==> config.mk <==
export PLATFORM = sky130hd
export DESIGN_NAME = instr_fetch_buffer
export DESIGN_NICKNAME = d
export VERILOG_FILES = /design/src/rtl/instr_fetch_buffer.sv
export SDC_FILE = /design/constraint.sdc
export NUM_CORES = 2
export LEC_CHECK = 0
export ABC_CLOCK_PERIOD_IN_PS = 3050
export CAP_MARGIN = 20
export CORE_MARGIN = 2
export CORE_UTILIZATION = 50
export CTS_CLUSTER_DIAMETER = 150
export DETAILED_ROUTE_END_ITERATION = 6
export GPL_ROUTABILITY_DRIVEN = 0
export GPL_TIMING_DRIVEN = 0
export PLACE_DENSITY_LB_ADDON = 0.08
export SLEW_MARGIN = 20
export SYNTH_ARGS = -nofsm -noshare
export SYNTH_HDL_FRONTEND = slang
export SYNTH_SLANG_ARGS = --single-unit
==> constraint.sdc <==
create_clock -name clk -period 3.05 [get_ports clk]
set_input_delay 0.61 -clock clk [delete_from_list [all_inputs] [get_ports clk]]
set_output_delay 0.61 -clock clk [all_outputs]
set_load 0.1 [all_outputs]
==> src/rtl/instr_fetch_buffer.sv <==
// Instruction store plus sequencer that issues one word per accepted cycle to PSIMD decode.
// Define IFB_PERF_EN to add the saturating perf_issued / perf_stall counters.
module instr_fetch_buffer #(
  parameter int ILEN  = 32,
  parameter int DEPTH = 64,
  localparam int AW   = $clog2(DEPTH)
) (
  input  logic            clk,
  input  logic            rst,
  input  logic            load_en,
  input  logic [AW-1:0]   load_addr,
  input  logic [ILEN-1:0] load_data,
  input  logic            start,
  input  logic [AW:0]     prog_len,
  input  logic            redirect_valid,
  input  logic [AW-1:0]   redirect_addr,
  input  logic            instr_ready,
  output logic            instr_valid,
  output logic [ILEN-1:0] instr,
  output logic [AW-1:0]   instr_pc,
  output logic            done
`ifdef IFB_PERF_EN
  ,
  output logic [31:0]     perf_issued,
  output logic [31:0]     perf_stall
`endif
);

  typedef enum logic [1:0] {IDLE, FETCH, DONE} state_t;

  localparam logic [AW:0] LEN_MAX = (AW+1)'(DEPTH);

  state_t          state, state_n;
  logic [AW:0]     pc, len;
  logic [ILEN-1:0] mem [DEPTH];
  logic            free, fire, stall;
  logic            do_start, do_redir, do_issue, do_fin;

  assign free  = ~instr_valid | instr_ready;
  assign fire  = instr_valid & instr_ready;
  assign stall = instr_valid & ~instr_ready;

  // Program store has no reset so a loaded program survives rst.
  always_ff @(posedge clk)
    if (load_en && state != FETCH) mem[load_addr] <= load_data;

  always_ff @(posedge clk)
    if (rst) state <= IDLE;
    else     state <= state_n;

  always_comb begin
    state_n  = state;
    do_start = 1'b0;
    do_redir = 1'b0;
    do_issue = 1'b0;
    do_fin   = 1'b0;
    case (state)
      IDLE, DONE: if (start) begin
        do_start = 1'b1;
        state_n  = FETCH;
      end
      FETCH: begin
        // Redirect wins over both issue and exhaustion.
        if (redirect_valid) do_redir = 1'b1;
        else if (free) begin
          if (pc < len) do_issue = 1'b1;
          else begin
            do_fin  = 1'b1;
            state_n = DONE;
          end
        end
      end
      default: state_n = IDLE;
    endcase
  end

  always_ff @(posedge clk) begin
    if (rst) begin
      pc          <= '0;
      len         <= '0;
      instr_valid <= 1'b0;
      instr       <= '0;
      instr_pc    <= '0;
      done        <= 1'b0;
    end else begin
      if (do_start) begin
        len  <= (prog_len > LEN_MAX) ? LEN_MAX : prog_len;
        pc   <= '0;
        done <= 1'b0;
      end
      if (do_redir) begin
        instr_valid <= 1'b0;
        pc          <= {1'b0, redirect_addr};
      end
      if (do_issue) begin
        instr       <= mem[pc[AW-1:0]];
        instr_pc    <= pc[AW-1:0];
        instr_valid <= 1'b1;
        pc          <= pc + (AW+1)'(1);
      end
      if (do_fin) begin
        instr_valid <= 1'b0;
        done        <= 1'b1;
      end
    end
  end

`ifdef IFB_PERF_EN
  always_ff @(posedge clk) begin
    if (rst) begin
      perf_issued <= '0;
      perf_stall  <= '0;
    end else if (do_start) begin
      perf_issued <= '0;
      perf_stall  <= '0;
    end else begin
      if (fire && perf_issued != '1) perf_issued <= perf_issued + 32'd1;
      if (stall && perf_stall != '1) perf_stall  <= perf_stall + 32'd1;
    end
  end
`endif

endmodule

* After elaboration in Yosys (flattened, before gate mapping)
Memory sizes are Yosys's and may differ from the RTL's. A register that Yosys moved wholly into a read port is not among the register bits. Cells that the tools add are included.
Word-level totals: register bits after elaboration 24, RAM bits 2048, bits of input ports 57, output and inout port bits 40, memories 1
Memories:
- mem | depth 64, width 32, read ports 1, clocked after Yosys merged registers in 1, wr ports 1, line 35 | logic [ILEN-1:0] mem [DEPTH];
Cells by class: add/subtract/negate cells 1, magnitude comparators 2, equality and inequality tests 7, multiplexer cells 27, bitwise gates (word level) 2, reduce and logical (&&, ||, !) cells 8
Operators by type and width (number):
- $mux 7 | 4
- $mux 1 | 18
- $mux 2 | 4
- $ne 2x2->1 const B | 4
- $add 7x1->7 const B | 1
- $gt 7x7->1 const B | 1
- $lt 7x7->1 | 1
- $pmux 2 s2 | 1
- $reduce_and 4->1 | 1
- $reduce_bool 2->1 | 2
- $reduce_or 2->1 | 2
- $reduce_bool 3->1 | 1
- $eq 2x1->1 const B | 1
- $eq 2x2->1 const B | 1
- $logic_not 2->1 | 1
- $ne 2x1->1 const B | 1
- $logic_and 1x1->1 | 1
- $not 1->1 | 1
- $or 1x1->1 | 1

* Depth between registers and ports, before layout
depth after elaboration 6, gate-level depth with buffers 11, gate-level depth less buffers 8

* Least setup slack after synthesis
OpenSTA, ideal clock, no wires.
kind input port to flip-flop, from in load_addr[4], to mem mem[16][0], enable pin, arrival time 2.799 ns, required time 2.629 ns, slack -0.170 ns, stages 4, buffers on the path 2, path through clkbuf_1 -> or3b_2 -> clkbuf_1 -> nor2_1
RTL lines:
- start: declaration | line 11 | input logic [AW-1:0] load_addr,
- end: declaration | line 35
No word-level cell before the write port.

* Worst setup path after layout
from reg pc[2], to reg instr[15] (read register of mem)
Between the ends: cells in the longest elaborated chain, start to end 5
Ends and longest elaborated chain:
- start: declaration | line 34 | logic [AW:0] pc, len;
- start signal: assignment | line 93 | pc <= {1'b0, redirect_addr};
- start signal: assignment | line 99 | pc <= pc + (AW+1)'(1);
- $lt 7x7->1 | line 66 | if (pc < len) do_issue = 1'b1;
- $mux 1 | line 66
- $mux 1 | line 65 | else if (free) begin
- $mux 1 | line 64 | if (redirect_valid) do_redir = 1'b1;
- $mux 1 | line 57 | case (state)
- end: declaration | line 19 | output logic [ILEN-1:0] instr,
Parallel ways exist; a longest one is shown, timed or not. A chain may end at the register's enable or synchronous reset.

==> results.md <==
- After synthesis the netlist holds a flip-flop and latch count of 2104.
- Setup violations remaining at the end of the flow were counted as 2.
- The checks that failed: negative setup slack.
- The via count of the first global-routing pass is 41500.
- The first routing iteration left 5623 violations.
- Dividing the final minimum period by the clock period gives 1.00.
- TritonCTS built the clock tree.
- Of the cells placed in the final design, the portion with a size suffix greater than 1 is 0.271.
- In this run the vertical extent of the chip is 407 um.
- STA classifies the critical path startpoint as a register.
- In this run the remaining antenna-violating nets after routing total 0.
- Entering global routing, the biggest net connects 65 pins.
- The synthesized area is 0.0810 mm2.
- Of the synthesized area, sequential elements account for 0.773.
- The run finished, with violations left.
- In the global route stage, overall resource usage came out at 0.288.
- By area the synthesized netlist is led by sky130_fd_sc_hd__edfxtp_1 (76%), sky130_fd_sc_hd__mux4_2 (9.5%), sky130_fd_sc_hd__mux2i_1 (4.5%).
- The maximum fanout encountered on the critical timing path is 10.
- After floorplanning, the core was sized to cover 0.161 mm2.
- On the final layout, the worst clock skew is 0.0314 ns.
- The clock tree synthesis step divided the H-tree into 4 levels.
- In this run the clock root is driven by a sky130_fd_sc_hd__clkbuf_16.
- The type of the worst min-delay path is input port to register.
- The post-route total power is 0.0613 W.
- The number of buffers created by CTS is 210.
- The first TritonRoute pass finished after 5 iterations.
- The fraction of post-synthesis cell area in the top cell type by area is 0.759.
- The count of cells along the worst hold path is 1.
- The total overflow left after global routing is 0.
- In this run, post-CTS hold repair placed 0 buffers.
- After synthesis, the share of flip-flops with an asynchronous set or reset is 0.
- The initial cell density of the core is 0.504.
- The worst path in the final design needs a cycle of 3.06 ns, including I/O delays and setup.
- Setup repair after global routing could not meet its margin everywhere.
- Of all cell types, the one taking the most synthesized area is sky130_fd_sc_hd__edfxtp_1.
- The clock passes through at most 3 buffers.
- The total count of max-transition violations in the final report is 0.
- The remaining design rule violation count is 0.
- Across all setup checks in the final design, the least slack found is -0.0102 ns.
- For the final routed database, the setup TNS stands at -0.0200 ns.
- The power per cell area is 639 mW/mm2.
- The static leakage power is 29.7 nW.
- The initial antenna violation count is 11.
- The floorplan step defined a die boundary enclosing 0.165 mm2.
- The total clock sinks is 2104.
- After detailed routing, the average wire length per cell comes to 34.6 um.
- The I/O pin count is 97.
- The horizontal extent of the die is 407 um.
- For this run, the number of Yosys warnings is 0.
- The routed layout has 42500 vias.
- The number of synthesized flops with an enable pin is 2048.
- For this run, the post-layout net count is 4549.
- The most used flip-flop cell after synthesis is sky130_fd_sc_hd__edfxtp_1.
- A synthesized cell averages 20.4 um2.
- The category of the worst setup path capture point is a register.
- The largest vdd supply drop is 646 uV.
- The net count after synthesis is 4035.
- After legalization and detailed placement, the total HPWL measured 155000 um.
- In this run the core area contains 147 standard-cell rows.
- The pin slew with the least headroom to its limit is 1.09 ns.
- Before CTS, the worst setup slack after placement is -1.31 ns.
- The max-capacitance violation count is 0.
- The number of different library cells in the post-synthesis netlist is 58.
- The maximum clock rate is 0.327 GHz.
- On the final layout, the worst hold slack is 0.165 ns.
- The port buffer count is 93.
- Relative to the synthesized area, the layout overhead comes to 18.3%.
- The type of the worst setup path is register to register.
- The first global-routing pass estimated 326000 um of wire.
- The post-synthesis cell count is 3971.
- The final hold violation count came to 0.
- The cell depth of the worst flop-to-flop path is 10.
- The clock-pin slew on the worst setup and hold paths is 0.07 ns.
- STA puts the critical path data required time at 3.73 ns.
- Headroom to the max-slew limit came out at 0.276.
- The arrival time at the worst endpoint is 3.74 ns.
- Summed over all layers, the routed wires come to 237000 um.
- The ratio of routed vias to standard cells is 6.22.
- The clock reaches the later pin of the worst-skew pair after 0.85 ns.
==> through the flow <==
stage	utilization	area (um2)	cells
after floorplan	-	81000	3971
after global placement	0.527	84700	6224
after detailed placement	0.543	87200	6327
after CTS	0.592	95200	6794
after global routing	0.596	95800	6831
final	0.596	95800	6832
==> state kept, by name (all words and copies together) (netlist names) <==
signal,cells
done,1
mem,2048
len,7
pc,7
instr_valid,1
state,2
instr_pc,6
instr,32
==> kinds of logic after synthesis <==
family | after synthesis | synth area share
adder cells (fa/ha/maj) | 7 | 0.00108
buffers and inverters | 243 | 0.0164
flip-flops | 2104 | 0.773
multiplexers | 784 | 0.151
AND/OR/NAND/NOR | 458 | 0.0260
AO/OA/AOI/OAI | 375 | 0.0329
==> metal layers <==
metal / GRT usage / up-vias / share of wire
met5: 0 / - / 0.00023
met4: 0.111 / 8 / 0.040
met3: 0.0552 / 390 / 0.091
met2: 0.445 / 2204 / 0.47
met1: 0.408 / 22400 / 0.40
li1: - / 17500 / -
==> worst max-delay path: stages, from the launching register on <==
cell and delay [ns]:
sky130_fd_sc_hd__dfxtp_1 0.35, sky130_fd_sc_hd__buf_4 0.27, sky130_fd_sc_hd__nor2b_1 0.16, sky130_fd_sc_hd__buf_2 0.35, sky130_fd_sc_hd__buf_4 0.31, sky130_fd_sc_hd__clkbuf_4 0.33
sky130_fd_sc_hd__a22oi_1 0.16, sky130_fd_sc_hd__nand3_1 0.22, sky130_fd_sc_hd__nand4_1 0.26, sky130_fd_sc_hd__a21oi_4 0.32, sky130_fd_sc_hd__a211oi_1 0.12
==> power by group <==
| part | switching (W) | internal, W | total, W | leakage [nW] |
|---|---|---|---|---|
| combinational | 0.00265 | 0.00136 | 0.00402 | 7.52 |
| sequential | 0.0000860 | 0.0318 | 0.0319 | 18.9 |
| clock | 0.0108 | 0.0145 | 0.0253 | 3.28 |
| total | 0.0136 | 0.0477 | 0.0613 | 29.7 |
==> path summary, 6_finish.rpt <==
check,start,endpoint,slack (ns)
min reg2reg,state[1],state[1],0.45
min,load_data[31],mem[13][31],0.17
max reg2reg,pc[2],instr[15],-0.01
max,pc[2],instr[15],-0.01
==> cell usage after synthesis (2+ instances only) <==
master / instances
sky130_fd_sc_hd__a2111oi_0: 3
sky130_fd_sc_hd__a211o_1: 2
sky130_fd_sc_hd__a211oi_1: 18
sky130_fd_sc_hd__a21o_1: 5
sky130_fd_sc_hd__a21oi_1: 69
sky130_fd_sc_hd__a221oi_1: 38
sky130_fd_sc_hd__a22o_1: 6
sky130_fd_sc_hd__a22oi_1: 169
sky130_fd_sc_hd__a311oi_1: 13
sky130_fd_sc_hd__a31oi_1: 4
sky130_fd_sc_hd__and2_1: 5
sky130_fd_sc_hd__and3_1: 2
sky130_fd_sc_hd__and3b_1: 3
sky130_fd_sc_hd__buf_1: 5
sky130_fd_sc_hd__buf_2: 69
sky130_fd_sc_hd__buf_4: 31
sky130_fd_sc_hd__buf_6: 23
sky130_fd_sc_hd__buf_8: 4
sky130_fd_sc_hd__clkbuf_1: 101
sky130_fd_sc_hd__dfxtp_1: 56
sky130_fd_sc_hd__edfxtp_1: 2048
sky130_fd_sc_hd__ha_1: 7
sky130_fd_sc_hd__inv_1: 10
sky130_fd_sc_hd__mux2_2: 75
sky130_fd_sc_hd__mux2i_1: 367
sky130_fd_sc_hd__mux4_2: 341
sky130_fd_sc_hd__nand2_1: 124
sky130_fd_sc_hd__nand2b_1: 6
sky130_fd_sc_hd__nand3_1: 148
sky130_fd_sc_hd__nand3b_1: 6
sky130_fd_sc_hd__nand4_1: 7
sky130_fd_sc_hd__nor2_1: 120
sky130_fd_sc_hd__nor2b_1: 14
sky130_fd_sc_hd__nor3_1: 3
sky130_fd_sc_hd__nor3b_1: 9
sky130_fd_sc_hd__o2111ai_1: 11
sky130_fd_sc_hd__o211ai_1: 3
sky130_fd_sc_hd__o21ai_0: 5
sky130_fd_sc_hd__o21ai_1: 21
sky130_fd_sc_hd__or3_1: 2
==> cell usage in the layout, fill, tap and decap left out, types with 75 or more instances in the layout <==
cell and n:
sky130_fd_sc_hd__a22oi_1 169, sky130_fd_sc_hd__nand2_1 121, sky130_fd_sc_hd__nand3_1 142, sky130_fd_sc_hd__clkbuf_16 212, sky130_fd_sc_hd__clkbuf_1 101, sky130_fd_sc_hd__edfxtp_1 2048, sky130_fd_sc_hd__buf_12 114, sky130_fd_sc_hd__mux2i_1 362
sky130_fd_sc_hd__mux2_2 75, sky130_fd_sc_hd__mux4_2 341, sky130_fd_sc_hd__buf_4 143
==> area by class of cell <==
type / instances / area [um2]
multi-input cells: 1624 / 17900
diodes: 2 / 5.00
plain buffers: 228 / 1680
inverters: 10 / 37.5
clock inverters: 116 / 1090
fillers: 11700 / 64900
repair buffers: 307 / 4180
flip-flops and latches: 2104 / 62600
clock buffers: 281 / 5600
well taps: 2160 / 2700
==> what timing repair did <==
item,CTS,global route
pin swaps,33,14
resized for setup,221,73
endpoints found under the setup margin,726,667
buffers inserted,74,37
gates cloned,0,0
Power figures use the tool's default switching activity.
